--- src/rtl/seg_pkg.sv ---
// -----------------------------------------------------------------------------
// seg_pkg
// Shared definitions for the seven-segment display path. The display decoder
// and the readback transmitter both import this package.
//   - active-low segment patterns for hex digits 0..F, plus the blank pattern
//   - ASCII byte constants used by the readback stream
//   - readback FSM state encoding
//   - seg_to_ascii(): recovered digit -> ASCII byte
// Segment bit order: bit6=g .. bit0=a, a lit segment is 0.
// -----------------------------------------------------------------------------
package seg_pkg;

    localparam logic [6:0] SEG_PAT [16] = '{
        7'h40, 7'h79, 7'h24, 7'h30, 7'h19, 7'h12, 7'h02, 7'h78,
        7'h00, 7'h10, 7'h08, 7'h03, 7'h46, 7'h21, 7'h06, 7'h0E
    };
    localparam logic [6:0] SEG_BLANK   = 7'h7F;

    localparam logic [7:0] ASCII_CR    = 8'h0D;
    localparam logic [7:0] ASCII_LF    = 8'h0A;
    localparam logic [7:0] ASCII_SPACE = 8'h20;
    localparam logic [7:0] ASCII_QMARK = 8'h3F;
    localparam logic [7:0] ASCII_0     = 8'h30;
    localparam logic [7:0] ASCII_A     = 8'h41;

    typedef enum logic [2:0] {
        ST_IDLE       = 3'd0,
        ST_SEND_DIGIT = 3'd1,
        ST_SEND_CR    = 3'd2,
        ST_SEND_LF    = 3'd3,
        ST_DONE       = 3'd4
    } seg_state_e;

    // Anything neither hex nor blank becomes '?'.
    function automatic logic [7:0] seg_to_ascii(input logic [3:0] nibble,
                                                input logic       is_hex,
                                                input logic       is_blank);
        logic [7:0] r_byte;
        if (is_hex) begin
            if (nibble < 4'd10) r_byte = ASCII_0 + {4'h0, nibble};
            else                r_byte = ASCII_A + {4'h0, nibble} - 8'd10;
        end else if (is_blank) begin
            r_byte = ASCII_SPACE;
        end else begin
            r_byte = ASCII_QMARK;
        end
        return r_byte;
    endfunction

endpackage

--- src/rtl/seg_readback_tx_if.sv ---
// -----------------------------------------------------------------------------
// seg_readback_tx_if
// Valid/ready byte stream from the readback block to the UART transmitter.
//   tx_data  : byte offered by the master
//   tx_valid : tx_data is valid
//   tx_ready : slave accepts tx_data on this clock edge
// -----------------------------------------------------------------------------
interface seg_readback_tx_if;
    logic [7:0] tx_data;
    logic       tx_valid;
    logic       tx_ready;

    modport master (output tx_data, output tx_valid, input  tx_ready);
    modport slave  (input  tx_data, input  tx_valid, output tx_ready);
endinterface

--- src/rtl/seg_pattern_decode.sv ---
// -----------------------------------------------------------------------------
// seg_pattern_decode
// Combinational inverse of the hex display decoder.
//   i_pattern  : 7-bit active-low segment pattern
//   o_nibble   : recovered hex value (0 when not a hex pattern)
//   o_is_hex   : pattern matches one of the 16 hex glyphs
//   o_is_blank : pattern is all segments off
// -----------------------------------------------------------------------------
module seg_pattern_decode
    import seg_pkg::*;
(
    input  logic [6:0] i_pattern,
    output logic [3:0] o_nibble,
    output logic       o_is_hex,
    output logic       o_is_blank
);

    always_comb begin
        o_nibble   = 4'h0;
        o_is_hex   = 1'b0;
        o_is_blank = (i_pattern == SEG_BLANK);
        for (int i = 0; i < 16; i++) begin
            if (i_pattern == SEG_PAT[i]) begin
                o_nibble = 4'(i);
                o_is_hex = 1'b1;
            end
        end
    end

endmodule

--- src/rtl/seg_readback_tx.sv ---
// -----------------------------------------------------------------------------
// seg_readback_tx
// Captures the active-low segment patterns of NUM_DIGITS displays and streams
// the displayed hex digits as ASCII, most significant digit first, optionally
// followed by CR LF, so the host can read back what the board shows.
//   clk, rst_n : clock, asynchronous active-low reset
//   start      : one-cycle frame request, ignored while busy
//   seg_in     : display patterns, digit k at [7k+6:7k]
//   tx         : valid/ready byte stream (master side)
//   busy       : frame in progress, start acceptance through done cycle
//   done       : one-cycle pulse after the last byte transfers
//   err        : some digit of the last frame was unrecognised
//
// state      | meaning
// -----------+-------------------------------------------------------------
// IDLE       | waiting for start
// SEND_DIGIT | offering the ASCII byte of digit r_idx
// SEND_CR    | offering CR
// SEND_LF    | offering LF
// DONE       | done pulse, tx_valid low
// -----------------------------------------------------------------------------
module seg_readback_tx
    import seg_pkg::*;
#(
    parameter int NUM_DIGITS = 4,
    parameter bit SEND_CRLF  = 1'b1
)(
    input  logic                    clk,
    input  logic                    rst_n,
    input  logic                    start,
    input  logic [7*NUM_DIGITS-1:0] seg_in,
    seg_readback_tx_if.master       tx,
    output logic                    busy,
    output logic                    done,
    output logic                    err
);

    localparam int IDX_W = (NUM_DIGITS > 1) ? $clog2(NUM_DIGITS) : 1;

    seg_state_e              r_state, w_nxt_state;
    logic [7*NUM_DIGITS-1:0] r_snap, w_nxt_snap;
    logic [IDX_W-1:0]        r_idx, w_nxt_idx;
    logic [7:0]              r_tx_data, w_nxt_data;
    logic                    r_tx_valid, w_nxt_valid;
    logic                    r_err, w_nxt_err;

    logic [6:0]              w_snap_dig [NUM_DIGITS];
    logic [IDX_W-1:0]        w_sel;
    logic [6:0]              w_pat;
    logic [3:0]              w_nibble;
    logic                    w_is_hex;
    logic                    w_is_blank;
    logic                    w_ok;
    logic [7:0]              w_ascii;
    logic                    w_xfer;

    for (genvar k = 0; k < NUM_DIGITS; k++) begin : g_dig
        assign w_snap_dig[k] = r_snap[7*k +: 7];
    end

    // tx_data is registered, so the decoder always looks one byte ahead: in
    // IDLE at the live top digit (captured on the same edge), otherwise at the
    // snapshot digit that follows the one currently on the bus.
    assign w_sel = r_idx - IDX_W'(1);
    assign w_pat = (r_state == ST_IDLE) ? seg_in[7*(NUM_DIGITS-1) +: 7]
                                        : w_snap_dig[w_sel];

    seg_pattern_decode u_decode (
        .i_pattern  (w_pat),
        .o_nibble   (w_nibble),
        .o_is_hex   (w_is_hex),
        .o_is_blank (w_is_blank)
    );

    assign w_ok    = w_is_hex | w_is_blank;
    assign w_ascii = seg_to_ascii(w_nibble, w_is_hex, w_is_blank);
    assign w_xfer  = r_tx_valid & tx.tx_ready;

    always_ff @(posedge clk or negedge rst_n) begin
        if (!rst_n) begin
            r_state    <= ST_IDLE;
            r_snap     <= '0;
            r_idx      <= '0;
            r_tx_data  <= 8'h00;
            r_tx_valid <= 1'b0;
            r_err      <= 1'b0;
        end else begin
            r_state    <= w_nxt_state;
            r_snap     <= w_nxt_snap;
            r_idx      <= w_nxt_idx;
            r_tx_data  <= w_nxt_data;
            r_tx_valid <= w_nxt_valid;
            r_err      <= w_nxt_err;
        end
    end

    always_comb begin
        w_nxt_state = r_state;
        w_nxt_snap  = r_snap;
        w_nxt_idx   = r_idx;
        w_nxt_data  = r_tx_data;
        w_nxt_valid = r_tx_valid;
        w_nxt_err   = r_err;
        case (r_state)
            ST_IDLE: begin
                if (start) begin
                    w_nxt_state = ST_SEND_DIGIT;
                    w_nxt_snap  = seg_in;
                    w_nxt_idx   = IDX_W'(NUM_DIGITS - 1);
                    w_nxt_data  = w_ascii;
                    w_nxt_valid = 1'b1;
                    w_nxt_err   = ~w_ok;
                end
            end
            ST_SEND_DIGIT: begin
                if (w_xfer) begin
                    if (r_idx == '0) begin
                        if (SEND_CRLF) begin
                            w_nxt_state = ST_SEND_CR;
                            w_nxt_data  = ASCII_CR;
                        end else begin
                            w_nxt_state = ST_DONE;
                            w_nxt_data  = 8'h00;
                            w_nxt_valid = 1'b0;
                        end
                    end else begin
                        w_nxt_idx  = w_sel;
                        w_nxt_data = w_ascii;
                        w_nxt_err  = r_err | ~w_ok;
                    end
                end
            end
            ST_SEND_CR: begin
                if (w_xfer) begin
                    w_nxt_state = ST_SEND_LF;
                    w_nxt_data  = ASCII_LF;
                end
            end
            ST_SEND_LF: begin
                if (w_xfer) begin
                    w_nxt_state = ST_DONE;
                    w_nxt_data  = 8'h00;
                    w_nxt_valid = 1'b0;
                end
            end
            ST_DONE: begin
                w_nxt_state = ST_IDLE;
            end
            default: begin
                w_nxt_state = ST_IDLE;
                w_nxt_valid = 1'b0;
            end
        endcase
    end

    assign tx.tx_data  = r_tx_data;
    assign tx.tx_valid = r_tx_valid;
    assign busy        = (r_state != ST_IDLE);
    assign done        = (r_state == ST_DONE);
    assign err         = r_err;

endmodule

--- src/flat_wrapper.sv ---
// flat-port wrapper written by rule: the top's interface ports become plain ports
module seg_readback_tx_flat import seg_pkg::*;
#(
    parameter int NUM_DIGITS = 4,
    parameter bit SEND_CRLF  = 1'b1
)
  (clk, rst_n, start, seg_in, busy, done, err, tx_tx_data, tx_tx_valid, tx_tx_ready);
  seg_readback_tx_if tx_i ();
  input  logic clk;
  input  logic rst_n;
  input  logic start;
  input  logic [7*NUM_DIGITS-1:0] seg_in;
  output logic busy;
  output logic done;
  output logic err;
  output wire logic [$bits(tx_i.tx_data)-1:0] tx_tx_data;
  output wire logic [$bits(tx_i.tx_valid)-1:0] tx_tx_valid;
  input wire logic [$bits(tx_i.tx_ready)-1:0] tx_tx_ready;
  assign tx_tx_data = tx_i.tx_data;
  assign tx_tx_valid = tx_i.tx_valid;
  assign tx_i.tx_ready = tx_tx_ready;
  seg_readback_tx #(.NUM_DIGITS(NUM_DIGITS), .SEND_CRLF(SEND_CRLF)) u_core (.clk(clk), .rst_n(rst_n), .start(start), .seg_in(seg_in), .tx(tx_i), .busy(busy), .done(done), .err(err));
endmodule
--- config.mk ---
export PLATFORM = sky130hd
export DESIGN_NAME = seg_readback_tx_flat
export DESIGN_NICKNAME = d
export VERILOG_FILES = /design/src/rtl/seg_pkg.sv /design/src/rtl/seg_readback_tx_if.sv /design/src/rtl/seg_pattern_decode.sv /design/src/rtl/seg_readback_tx.sv /design/src/flat_wrapper.sv
export SDC_FILE = /design/constraint.sdc
export NUM_CORES = 1
export LEC_CHECK = 0
export BUFFER_PORTS_ARGS = -buffer_cell sky130_fd_sc_hd__buf_4
export CAP_MARGIN = 5
export CORE_UTILIZATION = 50
export CTS_CLUSTER_DIAMETER = 40
export DETAILED_ROUTE_END_ITERATION = 8
export PLACE_DENSITY = 0.72
export RECOVER_POWER = 50
export SYNTH_ARGS = -nofsm -noshare
export SYNTH_HDL_FRONTEND = slang
export SYNTH_HIERARCHICAL = 1
export SYNTH_SLANG_ARGS = --single-unit
--- constraint.sdc ---
create_clock -name clk -period 4 [get_ports clk]
set_input_delay 0.2 -clock clk [delete_from_list [all_inputs] [get_ports clk]]
set_output_delay 0.2 -clock clk [all_outputs]
set_load 0.01 [all_outputs]
==> flow_summary.json, run 1 <==
{
  "nNetsFinal": 307,
  "gp_congestion": 0.832,
  "synth-edff-count": 0,
  "yosys-top-cells-count": "dfrtp_1 (42), mux2_2 (27), nor2_1 (20)",
  "leakage_uw": 0.00131,
  "cts_setup_buffers": 0,
  "yosys.cell_types.count": 58,
  "synth_top_area_share_pct": 39.2,
  "finalSetupViolCount": 0,
  "hp-class": "in -> reg",
  "drive_above_1_share_pct": 40.5,
  "drc": 0,
  "io_buffers": 42,
  "root_buffer": "clkbuf_8",
  "slew_headroom_pct": -46.3,
  "synth_area_um2": 2680,
  "insertion_delay_ps": 300,
  "area_growth_pct": 14.2,
  "rows": 26,
  "drv_slew": 43,
  "drt_pass1_iterations": 4,
  "path_common_cell": "mux2_2",
  "setup_tns_ps": 0,
  "synthTopCellsByArea": "dfrtp_1 (39%), mux2_2 (11%), mux4_2 (5.9%), mux2_4 (5.0%), nor2_1 (2.8%)",
  "cts_sinks": 42,
  "numCtsBuffers": 5,
  "cts_tree": "built",
  "switching_share_pct": 44.6,
  "comb_power_share_pct": 65.5,
  "fillers": 451,
  "die_area_um2": 5660,
  "worst-path-buf-inv": 1,
  "core_um2": 5140,
  "hold_viol_final": 0,
  "diodes": 0,
  "tightest_slew_ps": 2190,
  "grt_max_degree": 43,
  "slowest_delay_ps": 500,
  "fmax_mhz": 283,
  "status": "finished, violations left",
  "crit_path_end_kind": "register",
  "first_iter_violations": 172,
  "irDropWorstVdd_mv": 0.392,
  "antenna_found_initial": 0,
  "fin_crit_sh_pct": 88.4,
  "start_kind": "register",
  "internal_power_uw": 1730,
  "grtUsageTotal_pct": 20.5,
  "synth_most_common_cell": "dfrtp_1",
  "cp.required_ps": 4170,
  "grt_overflow": 0,
  "critPathSlowestCell": "mux2_2",
  "grt_setup_unrepaired": "false",
  "cp_cell_sequence": "or2_4, nor2_2, mux2_2, nor2_1, a21boi_1, a2bb2oi_1, o31ai_2, inv_1, ha_1, nand2_1, mux2_2, a211oi_1, o21ai_0",
  "htree_levels": 2,
  "async_flop_share_pct": 100,
  "syn_avg_cell_area_um2": 11.3,
  "yosysTopAreaCell": "dfrtp_1",
  "critPathTopFamily": "compound AO/OA/AOI/OAI gates",
  "p_per_area_nw_per_um2": 1020,
  "vias_per_cell": 5.62,
  "die_h_um": 75.2,
  "max_cap_violations": 1,
  "ys.flop_type": "dfrtp_1",
  "routedWlPerCell_um": 15.1,
  "arrival_ps": 3710,
  "p_total_uw": 3130,
  "syn_inst": 238,
  "pin_count": 44,
  "ys_ff_latch": 42,
  "switchingPower_uw": 1390,
  "syn-num-nets": 272,
  "path_class": "reg -> reg",
  "clockPowerShare_pct": 10.9,
  "crit_fanout": 10,
  "clockBufferDepth": 2,
  "layout.cells.non_filler": 344,
  "yosysWarningCount": 6,
  "initial_core_util_pct": 52.1,
  "seqPwrFrac_pct": 23.6,
  "fin_crit_ps": 3540,
  "vias": 1932,
  "ant_nets": 0,
  "ys_seq_area_share_pct": 39.2,
  "wl_mm": 5.19,
  "dp.cells": 335,
  "grt_pass1_wl_mm": 8.67,
  "die_w_um": 75.2,
  "first_global_vias": 1799,
  "path_clk_slew_ps": 90,
  "violations": "capacitance limit, slew limit",
  "finClkSkew_ps": 6.48,
  "dpl.hpwl_mm": 3.66
}
## area by class of cell
cell class	instances	area, um2	area share (%)
flip-flops and latches	42	1050	34.3
repair buffers	46	325	10.6
clock buffers	5	68.8	2.25
inverters	10	37.5	1.23
multi-input cells	168	1450	47.2
well taps	70	87.6	2.86
clock inverters	3	45.0	1.47
## path summary, 6_finish.rpt
kind	slack, ps	start	cells after the start	end
worst min register to register	480	u_core/tx.tx_data[4]	2	u_core/tx.tx_data[4]
worst max register to register	460	u_core/r_state[2]	13	u_core/tx.tx_data[2]
worst max-delay path	460	u_core/r_state[2]	13	u_core/tx.tx_data[2]
max in group asynchronous	1650	rst_n	2	u_core/r_snap[2]
min in group asynchronous	1090	rst_n	2	u_core/tx.tx_data[6]
worst min-delay path	130	seg_in[11]	2	u_core/r_snap[11]
## flip-flops by register name, indices dropped and copies added (netlist names)
signal,count
u_core/err,1
u_core/r_snap,28
u_core/tx.tx_valid,1
u_core/r_idx,2
u_core/tx.tx_data,7
u_core/r_state,3
## placed cells by master (no fill, tap or decap), types with 3 or more instances in the layout
cell type / Yosys / routed
mux2_2: 27 / 27
nor2b_1: 4 / 4
o21ai_0: 10 / 10
nand2b_1: 4 / 4
nor2_1: 20 / 20
nor4_2: 3 / 3
a2bb2oi_1: 3 / 3
clkbuf_1: 2 / 6
nand2_1: 19 / 19
inv_1: 10 / 10
mux2_4: 9 / 9
o31ai_1: 4 / 3
clkbuf_8: 0 / 5
mux4_2: 7 / 7
nor3_1: 5 / 5
dfrtp_1: 42 / 42
buf_4: 7 / 39
a21oi_1: 7 / 7
## metrics by stage
step / area [um2] / hold WS [ps] / setup WS [ps] / util, %
detailed placement: 2960 / 225 / 310 / 57.5
global route: 3060 / 112 / 145 / 59.6
finish: 3060 / 128 / 463 / 59.6
global placement: 2960 / 214 / 507 / 57.5
floorplan: 2680 / -95.6 / 323 / -
CTS: 3080 / 121 / 313 / 59.9
## worst register-to-register path: stages, from the launching register on
cell and delay (ps):
dfrtp_1 450, or2_4 310, nor2_2 350, mux2_2 510, nor2_1 170, a21boi_1 90, a2bb2oi_1 160, o31ai_2 360
inv_1 100, ha_1 200, nand2_1 70, mux2_2 330, a211oi_1 220, o21ai_0 100
## power groups by stage
stage | logic [uW] | clock network [uW] | registers, uW
after floorplan | 1820 | 0 | 725
after global placement | 2000 | 0 | 740
after detailed placement | 2030 | 0 | 745
after CTS | 2040 | 348 | 739
after global routing | 2260 | 365 | 764
final | 2050 | 341 | 738
## layer usage
layer  track usage [%]  routed length, um  vias up
met1              30.7               2550      946
li1                  -                  -      929
met5                 0                  0        -
met2              30.3               2360       49
met4              5.56                 70        0
met3              4.55                211        8
## what timing repair did
action,in CTS,in global routing
hold endpoints to repair,42,0
setup endpoints to repair,0,1
resized for setup,0,1
hold buffers,1,0
## cells by family after synthesis
family | share of synthesized area [%]
muxes | 22.6
AOI/OAI and AO/OA | 13.8
xor gates and xnor gates | 0.981
DFF | 39.2
buffers and inverters | 7.00
other | 0.140
adders and majority gates | 0.934
and+or+nand+nor | 15.3
Power figures use the tool's default switching activity.
==> inputs of run 2 (changes only) <==
SYNTH_HIERARCHICAL = default   (was 1)
==> run 2 against run 1 <==
Against the previous run:
- the flow still finishes with violations (capacitance limit, slew limit)
- utilization is 1.0 points higher
- largest power group unchanged
- via count is 9.6% higher
- sequential share of layout area down 0.57 points
- largest cell class unchanged
- critical path type unchanged
- clock skew decreased by 3.3 ps
==> flow_summary.json, run 2 <==
{
  "grt_pass1_wl_mm": 9.31,
  "cts_sinks": 42,
  "pre_cts_ws_ps": 506,
  "finClkSkew_ps": 3.14,
  "synth_top_area_share_pct": 39.3,
  "grt_setup_unrepaired": "false",
  "dpl_cell_area_um2": 3030,
  "cp_cell_sequence": "inv_1, ha_1, mux4_2, mux2i_2, nand4_1, nor2_1, a31oi_1, and2_1, ha_1, inv_1, nor2_1, a221oi_2, xnor2_1, a21oi_1",
  "status": "finished, violations left",
  "arrival_ps": 3640,
  "slew_headroom_pct": -44.7,
  "yosys-top-cells-count": "dfrtp_1 (42), mux2_2 (32), nor2_1 (22)",
  "grt_overflow": 0,
  "synthTopCellsByArea": "dfrtp_1 (39%), mux2_2 (13%), mux4_1 (3.9%), nor2_1 (3.1%), mux2i_1 (2.6%)",
  "hold_viol_final": 0,
  "synth_most_common_cell": "dfrtp_1",
  "violations": "capacitance limit, slew limit",
  "rows": 26,
  "yosysWarningCount": 0,
  "antenna_found_initial": 0,
  "drv_slew": 43,
  "first_iter_violations": 137,
  "drc": 0,
  "fillers": 477,
  "mostFrequentLayoutCell": "dfrtp_1",
  "crit_fanout": 12,
  "diodes": 0,
  "initial_core_util_pct": 52.0,
  "htree_levels": 2,
  "hp-class": "in -> reg",
  "syn-num-nets": 274,
  "vias_per_cell": 5.96,
  "fin_crit_ps": 3480,
  "syn_inst": 240,
  "postCtsResizedCells": 0,
  "cp.required_ps": 4160,
  "root_buffer": "clkbuf_8",
  "path_clk_slew_ps": 80,
  "fmax_mhz": 287,
  "p_per_area_nw_per_um2": 989,
  "ys.flop_type": "dfrtp_1",
  "yosysTopAreaCell": "dfrtp_1",
  "async_flop_share_pct": 100,
  "drive_above_1_share_pct": 36.1,
  "largest_reg_flops": 28,
  "fin_ws_ps": 517,
  "numCtsBuffers": 5,
  "syn_avg_cell_area_um2": 11.1,
  "critPathSlowestCell": "ha_1",
  "die_w_um": 75.1,
  "vias": 2117,
  "ys_ff_latch": 42,
  "final_cell_mix": "dfrtp_1 (42), buf_4 (41), mux2_2 (32), nor2_1 (22), a21oi_1 (13)",
  "pin_count": 44,
  "nNetsFinal": 318,
  "synth-edff-count": 0,
  "slowest_delay_ps": 540,
  "start_kind": "register",
  "drt_pass1_iterations": 4,
  "gp_congestion": 0.918,
  "fin_crit_sh_pct": 87.1,
  "regMostFlops": "u_core.r_snap",
  "first_global_vias": 1988,
  "die_area_um2": 5640,
  "routedWlPerCell_um": 15.8,
  "io_buffers": 42,
  "core_um2": 5140,
  "clockBufferDepth": 2,
  "wl_mm": 5.62,
  "ant_nets": 0,
  "area_growth_pct": 16.4,
  "irDropWorstVdd_mv": 0.436,
  "die_h_um": 75.1,
  "tightest_slew_ps": 2170,
  "ys_seq_area_share_pct": 39.3,
  "leakage_uw": 0.00132,
  "multi_input_area_um2": 1500,
  "finalSetupViolCount": 0,
  "setup_tns_ps": 0,
  "grt_max_degree": 43,
  "dpl.hpwl_mm": 4.28,
  "grtUsageTotal_pct": 22.2,
  "crit_path_end_kind": "register",
  "hold_buffers": 1,
  "path_class": "reg -> reg",
  "synth_area_um2": 2670,
  "insertion_delay_ps": 290,
  "yosys.cell_types.count": 61,
  "cts_tree": "built",
  "max_cap_violations": 1,
  "cts_setup_buffers": 0,
  "seqCellArea_um2": 1050,
  "fin_area_um2": 3110
}
## run 2: cell count changes after synthesis, moves of 5 or more
cell     delta
mux2i_1     +6
a21oi_1     +6
mux2_4      -7
mux2_2      +5
nand3_1     +6
nand2_1     -9
## run 2: final timing paths
check,start,to,slack (ps),depth (start not counted)
min reg2reg,u_core.tx.tx_data[5],u_core.tx.tx_data[5],510,1
min,seg_in[9],u_core.r_snap[9],140,2
max,u_core.r_idx[0],u_core.tx.tx_data[2],520,14
min in group asynchronous,rst_n,u_core.err,1080,2
max reg2reg,u_core.r_idx[0],u_core.tx.tx_data[2],520,14
max in group asynchronous,rst_n,u_core.r_snap[21],1670,2
## run 2: cells by family (layout without fill, tap and decap cells)
logic type	Yosys count	count (layout)	share of synthesized area, %
other	1	1	0.140
adders and majority gates	2	2	0.936
muxes	51	51	25.9
buffers and inverters	20	65	4.59
and+or+nand+nor	68	68	13.7
DFF	42	42	39.3
xor gates and xnor gates	1	1	0.328
AOI/OAI and AO/OA	55	55	15.1
## run 2: cell type report
type	count	share of cell area [%]
well taps	70	2.81
clock buffers	6	2.65
inverters	9	1.25
clock inverters	2	0.402
flip-flops and latches	42	33.8
repair buffers	48	10.9
multi-input cells	178	48.2
## run 2: per-layer routing
layer	vias up	global-route usage [%]	part of all wire, %
met5	-	0	0
met4	0	7.34	0.55
met3	2	3.88	3.7
met2	49	34.5	49
met1	1059	31.6	47
li1	1007	-	-
## run 2: critical path: cells and delay by family, from the launching register on
kind	cells	cell delay, ps
DFF	1	350
xor gates and xnor gates	1	150
and+or+nand+nor	4	700
AOI/OAI and AO/OA	3	410
buffers and inverters	2	150
muxes	2	810
adders and majority gates	2	770
## run 2: where the power goes
part	switching, uW	internal, uW
clock	144	139
sequential	135	634
combinational	1100	928
total	1380	1700
## run 2: metrics by stage
| step | total power [uW] | util (%) | hold WS [ps] | cells |
|---|---|---|---|---|
| detailed placement | 2810 | 59.0 | 219 | 346 |
| floorplan | 2340 | - | -95.6 | 240 |
| finish | 3080 | 60.6 | 141 | 355 |
| CTS | 3110 | 61.0 | 129 | 355 |
| global route | 3330 | 60.6 | 122 | 355 |
| global placement | 2790 | 59.0 | 222 | 346 |
==> inputs of run 3 (changes only) <==
ABC_AREA = 1   (was default)
CORE_UTILIZATION = 37   (was 50)
PLACE_DENSITY = default   (was 0.72)
SYNTH_HIERARCHICAL = 1   (was default)
==> run 3 against run 2 <==
Against the previous run:
- the flow still finishes with violations (capacitance limit, slew limit)
- sequential share of layout area rose by 0.96 points
- maximum frequency rose by 4.7%
- non-clock buffer count fell by 3
- sequential cell count did not move
- clock power rose by 1%
- final area fell by 2.8%
- largest power group unchanged
- highest routed layer unchanged
==> flow_summary.json, run 3 <==
{
  "status": "finished, violations left",
  "violations": "capacitance limit, slew limit",
  "nNetsFinal": 438,
  "synth_top_area_share_pct": 40.6,
  "comb_power_share_pct": 65.1,
  "fin_crit_ps": 3330,
  "pre_cts_ws_ps": 726,
  "yosysWarningCount": 6,
  "async_flop_share_pct": 100,
  "clockBufferDepth": 2,
  "regMostFlops": "u_core/r_snap",
  "syn-num-nets": 399,
  "fin_ws_ps": 675,
  "yosys.area_share.simple_pct": 37.1,
  "numCtsBuffers": 5,
  "fmax_mhz": 301,
  "drv_slew": 43,
  "grt_overflow": 0,
  "synth_top_family_by_area": "simple AND/OR/NAND/NOR gates",
  "tightest_slew_ps": 2260,
  "internal_power_uw": 1390,
  "largest_reg_flops": 28,
  "synth-compound-area-share_pct": 12.2,
  "crit_end": "u_core/tx.tx_data[2]",
  "switchingPower_uw": 1580,
  "ant_nets": 0,
  "synth_most_common_cell": "nand2_1",
  "fillers": 712,
  "initial_core_util_pct": 38.1,
  "first_iter_violations": 174,
  "setup_tns_ps": 0,
  "crit_fanout": 15,
  "drive_above_1_share_pct": 19.8,
  "wl_mm": 5.78,
  "worst-path-buf-inv": 2,
  "final_cell_mix": "nand2_1 (119), nor2_1 (46), dfrtp_1 (42), buf_4 (38), o21ai_0 (33)",
  "critPathTopFamily": "simple AND/OR/NAND/NOR gates",
  "ys_ff_latch": 42,
  "routedWlPerCell_um": 11.5,
  "first_global_vias": 2152,
  "start_kind": "register",
  "synth-edff-count": 0,
  "vias": 2431,
  "synthAdderAreaFrac_pct": 0.966,
  "seqPwrFrac_pct": 25.3,
  "grtUsageTotal_pct": 16.9,
  "finalSetupViolCount": 0,
  "cp_cell_sequence": "inv_1, ha_1, nor2_1, o21ai_0, o21ai_0, nand2_1, o21ai_0, nor3_4, nand3_1, nand3_2, nor3_2, nand2_1, nor2_1, inv_1, o21ai_0, o21bai_1, nand2_1, nand2_1",
  "r2r-end": "u_core/tx.tx_data[2]",
  "path_clk_slew_ps": 80,
  "hp-class": "in -> reg",
  "grt_setup_unrepaired": "false",
  "irDropWorstVdd_mv": 0.262,
  "insertion_delay_ps": 290,
  "root_buffer": "clkbuf_8",
  "max_cap_violations": 1,
  "yosys-top-cells-count": "nand2_1 (119), nor2_1 (46), dfrtp_1 (42)",
  "finClkSkew_ps": 8.06,
  "arrival_ps": 3520,
  "die_area_um2": 7340,
  "slew_headroom_pct": -50.6,
  "synthTopCellsByArea": "dfrtp_1 (41%), nand2_1 (17%), nor2_1 (6.7%), o21ai_0 (6.4%), inv_1 (4.1%)",
  "critical_path_depth": 18,
  "cp-startpoint": "u_core/r_idx[0]",
  "ys_seq_area_share_pct": 40.6,
  "slowest_delay_ps": 530,
  "drc": 0,
  "r2r_cells": 18,
  "cts_tree": "built",
  "die_h_um": 85.7,
  "area_growth_pct": 16.9,
  "synthXorXnorAreaFrac_pct": 0,
  "diodes": 0,
  "drt_pass1_iterations": 5,
  "gp_congestion": 0.964,
  "syn_inst": 365,
  "yosysTopAreaCell": "dfrtp_1",
  "hold_viol_final": 0,
  "syn_avg_cell_area_um2": 7.10,
  "postCtsResizedCells": 0,
  "switching_share_pct": 53.2,
  "dpl.hpwl_mm": 4.24,
  "io_buffers": 42,
  "core_um2": 6790,
  "antenna_found_initial": 0,
  "grt_pass1_wl_mm": 9.92,
  "synth_area_um2": 2590,
  "leakage_uw": 0.00158,
  "mostFrequentLayoutCell": "nand2_1",
  "rows": 30,
  "grt_max_degree": 43,
  "htree_levels": 2,
  "path_class": "reg -> reg",
  "vias_per_cell": 4.85,
  "r2r-start": "u_core/r_idx[0]",
  "cts_sinks": 42,
  "clockPowerShare_pct": 9.6,
  "yosys.cell_types.count": 33,
  "regToRegSetupSlack_ps": 670,
  "pin_count": 44,
  "ys.flop_type": "dfrtp_1",
  "cts_setup_buffers": 0,
  "p_per_area_nw_per_um2": 984,
  "muxShareOfSynthArea_pct": 0,
  "fin_crit_sh_pct": 83.1,
  "crit_path_end_kind": "register",
  "cp.required_ps": 4190,
  "die_w_um": 85.7,
  "critPathSlowestCell": "ha_1"
}
## run 3: cell types whose count changed after synthesis, moves of 5 or more
cell,before,now
a21oi_1,13,8
inv_1,8,28
inv_2,0,7
mux2_2,32,0
mux2i_1,7,0
nand2_1,10,119
nand3_1,7,20
nand4_1,1,6
nor2_1,22,46
nor3_1,9,4
o21ai_0,8,33
o21ai_2,0,8
## run 3: kinds of logic after synthesis
kind of cell,Yosys count
adder cells (fa/ha/maj),2
buffers and inverters,49
AND/OR/NAND/NOR,215
AO/OA/AOI/OAI,56
flip-flops,42
other,1
## run 3: how the worst min path moves through the flow
stage | startpoint | end | slack, ps | cells after the start
6_report | seg_in[4] | u_core/r_snap[4] | 100 | 3
5_1_grt | seg_in[5] | u_core/r_snap[5] | 90 | 3
4_1_cts | seg_in[5] | u_core/r_snap[5] | 90 | 3
3_5_place_dp | rst_n | u_core/tx.tx_data[6] | 230 | 1
3_3_place_gp | rst_n | u_core/tx.tx_data[5] | 230 | 1
2_1_floorplan | rst_n | u_core/err | -100 | 0
## run 3: what timing repair did
item | in CTS | in global routing
setup endpoints to repair | 0 | 0
endpoints found under the hold margin | 42 | 0
hold buffers | 1 | 0
## run 3: routing by layer
metal | up-vias | GRT usage (%) | share of wire [%] | routed length (um)
li1 | 1237 | - | - | -
met1 | 1115 | 24.2 | 49 | 2860
met2 | 75 | 26.0 | 44 | 2560
met3 | 4 | 3.18 | 5.3 | 305
met4 | 0 | 5.15 | 0.95 | 55
met5 | - | 0 | 0 | 0
## run 3: area by class of cell
class                      instances  area (um2)  share of cell area (%)
clock buffer                       6        82.6                    2.73
timing repair buffer              45         318                    10.5
sequential                        42        1050                    34.7
tap                               96         120                    3.97
multi-input combinational        274        1310                    43.1
inverter                          36         138                    4.55
clock inverter                     2        12.5                   0.413
## run 3: power by group through the flow
| stage | Clock [uW] | Sequential (uW) | Combinational, uW |
|---|---|---|---|
| floorplan | 0 | 734 | 1570 |
| global route | 317 | 777 | 2220 |
| global placement | 0 | 760 | 1930 |
| detailed placement | 0 | 759 | 1940 |
| finish | 286 | 754 | 1940 |
| CTS | 300 | 753 | 1950 |
## run 3: metrics by stage
stage	power [uW]	instances	instance area, um2	util [%]	hold WS [ps]
after floorplan	2300	365	2590	-	-95.6
after global placement	2690	492	2940	43.3	225
after detailed placement	2700	492	2940	43.3	225
after CTS	3000	501	3050	44.9	94.2
after global routing	3320	501	3030	44.5	94.9
final	2980	501	3030	44.5	102
## run 3: worst reg2reg max path, stage by stage (launching register included)
cell and delay [ps]:
dfrtp_1 350, inv_1 50, ha_1 530, nor2_1 90
o21ai_0 80, o21ai_0 110, nand2_1 60, o21ai_0 310
nor3_4 440, nand3_1 190, nand3_2 160, nor3_2 50
nand2_1 200, nor2_1 90, inv_1 140, o21ai_0 110
o21bai_1 170, nand2_1 60, nand2_1 40
